### src/rtl/decoder_rr_arbiter.sv
// Round-robin arbiter sharing one decoder select path among 2**N requesters, with a hold limit.
// Latency: 1 clock from a request being sampled to its grant appearing; all outputs are registered.
// Backpressure: none; a requester keeps req high until it is served, and req is never latched.
module decoder_rr_arbiter #(
  parameter int N        = 4,
  parameter int MAX_HOLD = 8,
  localparam int R       = 2 ** N,
  localparam int W       = (MAX_HOLD == 0) ? 1 : $clog2(MAX_HOLD + 1)
) (
  input  logic         clk,
  input  logic         reset,
  input  logic [R-1:0] req,
  output logic [N-1:0] grant_idx,
  output logic         grant_en,
  output logic [R-1:0] gnt,
  output logic [W-1:0] hold_cnt
);

  typedef enum logic {IDLE = 1'b0, GRANT = 1'b1} state_t;

  // Last hold cycle before expiry; unused when MAX_HOLD is 0.
  localparam logic [W-1:0] HOLD_LAST = (MAX_HOLD == 0) ? '0 : W'(MAX_HOLD - 1);
  // Saturation value for the unlimited-hold case.
  localparam logic [W-1:0] HOLD_SAT  = '1;

  state_t       state_q, state_d;
  logic [N-1:0] idx_q, idx_d;
  logic [N-1:0] last_q, last_d;
  logic         en_q, en_d;
  logic [W-1:0] hold_q, hold_d;
  logic [R-1:0] gnt_q, gnt_d;

  logic [N-1:0] win;
  logic [N-1:0] cand;
  logic         found;
  logic         any_req;
  logic         expire;

  // Round-robin search starting just after the last winner; the last winner is checked last.
  // While a grant is held, last equals the owner, so on expiry the owner only wins again
  // when nobody else is requesting.
  always_comb begin
    win     = last_q;
    cand    = '0;
    found   = 1'b0;
    any_req = |req;
    for (int k = 1; k <= R; k++) begin
      cand = last_q + N'(k);
      if (!found && req[cand]) begin
        found = 1'b1;
        win   = cand;
      end
    end
  end

  assign expire = (MAX_HOLD != 0) && (hold_q == HOLD_LAST);

  // Next-state and next-output logic; release beats expiry, expiry beats hold.
  always_comb begin
    state_d = state_q;
    idx_d   = idx_q;
    last_d  = last_q;
    en_d    = en_q;
    hold_d  = hold_q;
    gnt_d   = '0;
    case (state_q)
      IDLE: begin
        if (any_req) begin
          state_d = GRANT;
          idx_d   = win;
          last_d  = win;
          en_d    = 1'b1;
          hold_d  = '0;
        end
      end
      GRANT: begin
        if (!req[idx_q]) begin
          if (any_req) begin
            idx_d  = win;
            last_d = win;
            hold_d = '0;
          end else begin
            state_d = IDLE;
            en_d    = 1'b0;
          end
        end else if (expire) begin
          idx_d  = win;
          last_d = win;
          hold_d = '0;
        end else if (hold_q != HOLD_SAT) begin
          hold_d = hold_q + 1'b1;
        end
      end
      default: begin
        state_d = IDLE;
        en_d    = 1'b0;
      end
    endcase
    if (en_d) begin
      gnt_d[idx_d] = 1'b1;
    end
  end

  // State and registered outputs; reset clears everything without waiting for a clock.
  always_ff @(posedge clk or posedge reset) begin
    if (reset) begin
      state_q <= IDLE;
      idx_q   <= '0;
      last_q  <= N'(R - 1);
      en_q    <= 1'b0;
      hold_q  <= '0;
      gnt_q   <= '0;
    end else begin
      state_q <= state_d;
      idx_q   <= idx_d;
      last_q  <= last_d;
      en_q    <= en_d;
      hold_q  <= hold_d;
      gnt_q   <= gnt_d;
    end
  end

  assign grant_idx = idx_q;
  assign grant_en  = en_q;
  assign gnt       = gnt_q;
  assign hold_cnt  = hold_q;

endmodule

### config.mk
export PLATFORM = sky130hd
export DESIGN_NAME = decoder_rr_arbiter
export DESIGN_NICKNAME = d
export VERILOG_FILES = /design/src/rtl/decoder_rr_arbiter.sv
export SDC_FILE = /design/constraint.sdc
export NUM_CORES = 1
export LEC_CHECK = 0
export BUFFER_PORTS_ARGS = -buffer_cell sky130_fd_sc_hd__buf_2
export CAP_MARGIN = 0
export CORE_ASPECT_RATIO = 0.75
export CORE_MARGIN = 2
export CORE_UTILIZATION = 50
export CTS_CLUSTER_DIAMETER = 80
export DETAILED_ROUTE_END_ITERATION = 10
export PLACE_DENSITY = 0.7
export SLEW_MARGIN = 20
export SYNTH_ARGS = -nofsm -noshare
export SYNTH_HDL_FRONTEND = slang
export SYNTH_SLANG_ARGS = --single-unit
### constraint.sdc
create_clock -name clk -period 12 [get_ports clk]
set_clock_uncertainty 0.05 [all_clocks]
set_input_delay 2.4 -clock clk [delete_from_list [all_inputs] [get_ports clk]]
set_output_delay 2.4 -clock clk [all_outputs]
set_load 0.01 [all_outputs]
== Word-level counts from Yosys, hierarchy flattened ==
Index checks and enable logic that the tools add are counted.

* Input bits: 18
* Register bits after elaboration: 30

* Equal/unequal tests: 4
* Add/sub/neg operators: 16
* Bitwise logic cells: 1
* Muxes and demuxes: 88
* Order comparisons: 19
* Reduce and logical (&&, ||, !) cells: 32

{| class="wikitable"
|+ Operators by type and width
! kind !! count
|-
| two-way mux 4 bit || 26
|-
| < comparator 4 x 5 -> 1 bit (second input constant) || 18
|-
| binary-select mux 1 bit (select 4 bit) || 17
|-
| two-way mux 1 bit || 38
|-
| adder 4 bit (second input constant) || 8
|-
| case mux 4 bit (2 select lines) || 3
|-
| adder 4 x 3 -> 4 bit (second input constant) || 4
|-
| logical AND 1 bit || 16
|-
| two-way mux 16 bit || 1
|-
| OR reduction 16 bit || 1
|-
| zero test 1 bit || 15
|-
| adder 4 x 1 -> 4 bit (second input constant) || 2
|-
| adder 4 x 2 -> 4 bit (second input constant) || 2
|-
| demux 1 bit (select 4 bit) || 1
|-
| equality test 4 x 3 -> 1 bit (second input constant) || 1
|-
| >= comparator 4 x 1 -> 1 bit (second input constant) || 1
|-
| != test 4 x 3 -> 1 bit (second input constant) || 1
|-
| != test 4 bit (second input constant) || 1
|-
| case mux 1 bit (2 select lines) || 2
|-
| != test 3 bit (second input constant) || 1
|-
| inverter 1 bit || 1
|}

== Logic depth before layout (Yosys ltp) ==
* Depth after elaboration: 57
* Mapped depth: 19

== Least setup slack after synthesis ==
Ideal clock, no wire load.

* Path kind: input-to-reg
* Start: input req[3]
* End: register gnt_q[10] (netlist: gnt[10])
* Arrival time: 5.102 ns
* Stages: 12
* Library setup time: 0.106 ns
* Path slack: 6.742 ns
* Cell sequence: mux4_1 mux4_2 clkinv_1 and3_1 buf_4 o21bai_1 a21oi_1 a2111oi_2 nor2_1 a22oi_4 inv_2 nor4b_1

* Cells in the longest elaborated chain, start to end: 56

{| class="wikitable"
|+ RTL lines
! element !! line !! source
|-
| start: declaration || 12 || <nowiki>input logic [R-1:0] req,</nowiki>
|-
| binary-select mux 1 bit (select 4 bit) || 49 || <nowiki>if (!found && req[cand]) begin</nowiki>
|-
| two-way mux 1 bit (not written as such) || 49 ||
|-
| two-way mux 1 bit || 49 ||
|-
| zero test 1 bit || 49 ||
|-
| logical AND 1 bit || 49 ||
|-
| two-way mux 1 bit || 49 ||
|-
| zero test 1 bit || 49 ||
|-
| logical AND 1 bit || 49 ||
|-
| (+42 left out) || - ||
|-
| case mux 4 bit (2 select lines) * || 66 || <nowiki>case (state_q)</nowiki>
|-
| via idx_d[2] || 27 || <nowiki>logic [N-1:0] idx_q, idx_d;</nowiki>
|-
| < comparator 4 x 5 -> 1 bit (not written as such) or >= comparator 4 x 1 -> 1 bit (tied branches) || 100 || <nowiki>gnt_d[idx_d] = 1'b1;</nowiki>
|-
| logical AND 1 bit (not written as such) || 100 ||
|-
| two-way mux 1 bit (not written as such) || 100 ||
|-
| demux 1 bit (select 4 bit) * || 100 ||
|-
| two-way mux 16 bit * || 99 || <nowiki>if (en_d) begin</nowiki>
|-
| via gnt_d[10] || 31 || <nowiki>logic [R-1:0] gnt_q, gnt_d;</nowiki>
|-
| end signal: assignment || 119 || <nowiki>gnt_q <= gnt_d;</nowiki>
|-
| end: declaration || 31 ||
|}

The timed path passes the listed nets; every way through them passes the cells marked *. The select of a mux whose other input is x is not followed.
A chain may end at the register's enable or synchronous reset.

== Worst setup path after layout ==
* Start: register last_q[1]
* End: register gnt_q[15] (netlist: gnt[15])

* Cells in the longest elaborated chain, start to end: 57

{| class="wikitable"
|+ RTL lines
! element !! line !! source
|-
| start: declaration || 28 || <nowiki>logic [N-1:0] last_q, last_d;</nowiki>
|-
| start signal: assignment || 109 || <nowiki>last_q <= N'(R - 1);</nowiki>
|-
| start signal: assignment || 116 || <nowiki>last_q <= last_d;</nowiki>
|-
| adder 4 x 1 -> 4 bit || 48 || <nowiki>cand = last_q + N'(k);</nowiki>
|-
| binary-select mux 1 bit (select 4 bit) || 49 ||
|-
| two-way mux 1 bit (not written as such) || 49 ||
|-
| two-way mux 1 bit || 49 ||
|-
| zero test 1 bit || 49 ||
|-
| logical AND 1 bit || 49 ||
|-
| two-way mux 1 bit || 49 ||
|-
| zero test 1 bit || 49 ||
|-
| (+42 left out) || - ||
|-
| two-way mux 4 bit || 77 || <nowiki>if (!req[idx_q]) begin</nowiki>
|-
| case mux 4 bit (2 select lines) * || 66 ||
|-
| < comparator 4 x 5 -> 1 bit (not written as such) or >= comparator 4 x 1 -> 1 bit (tied branches) || 100 ||
|-
| logical AND 1 bit (not written as such) || 100 ||
|-
| two-way mux 1 bit (not written as such) || 100 ||
|-
| demux 1 bit (select 4 bit) * || 100 ||
|-
| two-way mux 16 bit * || 99 ||
|-
| via gnt_d[15] || 31 ||
|}

Marks and branches as above.

==> reports/results.ini <==
[routing]
num_vias = 3847
dr.first_iter.drc_count = 413
first_pass_iters = 5
drt-total-wl_um = 12200
drc = 0
viasPerCell = 7.098
ant_nets = 0
wire_per_inst_um = 22.51

[floorplan]
dieHeight_um = 81.60
start_util_pct = 51.15
row_count = 28
dieArea_um2 = 8768
ioPinCount = 43
die_x_um = 107.5
core_area_um2 = 7848

[global_route]
grt_pass1_wl_um = 19090
antenna_found_initial = 0
grt_pass1_vias = 3450
grt_max_degree = 45
gr-usage-all-layers_pct = 28.59
grt_overflow = 0

[sta]
maxSlewHeadroom_pct = 46.52
hold_viol = 0
setup_violations = 0
rsz0062_at_grt = false
slew_violations = 0
setup_tns_ns = 0
fmax_ghz = 0.1670
period_share_pct = 49.90
tightest_slew_ns = 0.7955
period_needed_ns = 5.988

[logic_synthesis]
yosysSeqAreaShare_pct = 18.83
ys_warn_count = 0
synth_edf_count = 0
netlist_instances = 406
syn_area_um2 = 4014
synth_flop_cell = dfrtp_1
yosysTopAreaCellShare_pct = 16.21
syn-num-nets = 433
ys_ff_latch = 30
synthDistinctLibCells = 84
syn_area_per_cell_um2 = 9.886
synth_area_leaders = dfrtp_1 16%, mux4_2 13%, mux2i_1 7.0%
synth_top_area_cell = dfrtp_1
async_reset_ff_share_pct = 100.0

[worst_setup_path]
end_kind = register
critPathKind = register to register
r2r_end = gnt[15]
r2r_setup_slack_ns = 6.01
worstRegToRegCells = 12
startpoint_type = register
crit_required_ns = 12.12
worstReg2RegStart = last_q[1]
path_max_fanout = 24
arrival_ns = 6.11

[layout]
final_cell_mix = 42 x buf_2, 37 x nand2_1, 28 x mux2i_1
mostFrequentLayoutCell = buf_2
diodes = 0
layout-drive-gt1-share_pct = 27.92
final_nets = 463
area_growth_pct = 7.138

[clock_tree]
cts_setup_buffers = 0
path_clk_slew_ns = 0.07
cts_inserted_buffers = 5
clock_sinks = 30
cts.repair.resized = 0
ctsHoldBuffers = 0
ctsRootBufferMaster = clkbuf_8
clk_latency_ns = 0.28
cts_max_level = 2
cts_tree = done
clock_path_buffers = 2

[min_path]
holdCritPathClass = register to register
min_from = state_q
min_path_cells = 1
holdPathEnd = grant_en

[outcome]
status = finished clean

[placement]
port_buffers = 42
dp_hpwl_um = 9125
place.gp.congestion = 1.019

[flow_run]
cap_viol_max_count = 0

-- cell type report --
class                      count  area (um^2)
clock inverter                 2        12.51
multi-input combinational    342         3044
tap                          105        131.4
sequential                    30        755.7
timing repair buffer          44        225.2
fill                         720         3547
inverter                      13        48.80
clock buffer                   6        82.58
-- registers in the layout, indices dropped and copies added (netlist names) --
signal,flops
hold_cnt,4
grant_en,1
last_q,4
grant_idx,4
gnt,16
state_q,1
-- routing by layer --
| layer | GRT usage, % | vias up | wire length [um] |
|---|---|---|---|
| met5 | 0 | - | 0 |
| met4 | 5.128 | 0 | 166 |
| met3 | 6.111 | 16 | 1458 |
| met2 | 40.57 | 270 | 5207 |
| met1 | 44.96 | 1876 | 5369 |
| li1 | - | 1685 | - |
-- worst max-delay path by stage --
| stage | start | to | slack (ns) |
|---|---|---|---|
| after global routing | last_q[1] | gnt[15] | 5.70 |
| after detailed placement | req[15] | gnt[8] | 5.90 |
| after CTS | req[15] | gnt[14] | 6.15 |
| after floorplan | req[3] | gnt[10] | 6.74 |
| final | last_q[1] | gnt[15] | 6.01 |
| after global placement | req[15] | gnt[14] | 5.91 |
-- cell usage after synthesis (9+ instances only) --
library cell	number
a21oi_1	20
dfrtp_1	26
ha_1	9
mux2_2	13
mux2i_1	28
mux4_2	24
nand2_1	37
nand2b_1	9
nand3_1	10
nor2_1	25
nor3_1	9
nor4_1	14
o21ai_0	18
-- metrics by stage --
| step | hold WS (ns) | instance area (um^2) | std cells | setup slack (ns) | utilization [%] |
|---|---|---|---|---|---|
| after global routing | 0.5239 | 4300 | 542 | 5.697 | 54.80 |
| after floorplan | 0.3965 | 4014 | 406 | 6.742 | - |
| after CTS | 0.4872 | 4300 | 542 | 6.153 | 54.80 |
| after global placement | 0.4602 | 4205 | 534 | 5.909 | 53.59 |
| final | 0.4917 | 4300 | 542 | 6.012 | 54.80 |
| after detailed placement | 0.4743 | 4205 | 534 | 5.898 | 53.59 |
-- kinds of logic (layout without fill, tap and decap cells) --
logic type               count (synthesis)  count (layout)  synth area share (%)
multiplexers                            76              76                 30.24
AO/OA/AOI/OAI                          110             110                 20.48
flip-flops                              30              30                 18.83
AND/OR/NAND/NOR                        132             132                 18.11
adder cells (fa/ha/maj)                  9               9                 2.806
buffers and inverters                   34              65                 5.331
XOR/XNOR                                15              15                 4.208
-- worst max-delay path: stages, from the launching register on --
cell      delay (ns)
dfstp_2         0.88
clkinv_1        0.70
ha_1            1.03
inv_2           0.26
mux4_2          0.54
mux2i_1         0.51
nor2_1          0.17
nand4_4         0.19
nor3_4          0.09
a31o_2          0.28
or2b_2          0.30
o221ai_2        0.54
nor4b_1         0.32
Power is left out: the tool's default activity adds up to more than one toggle a clock period on the data nets, which glitch-free logic cannot reach.
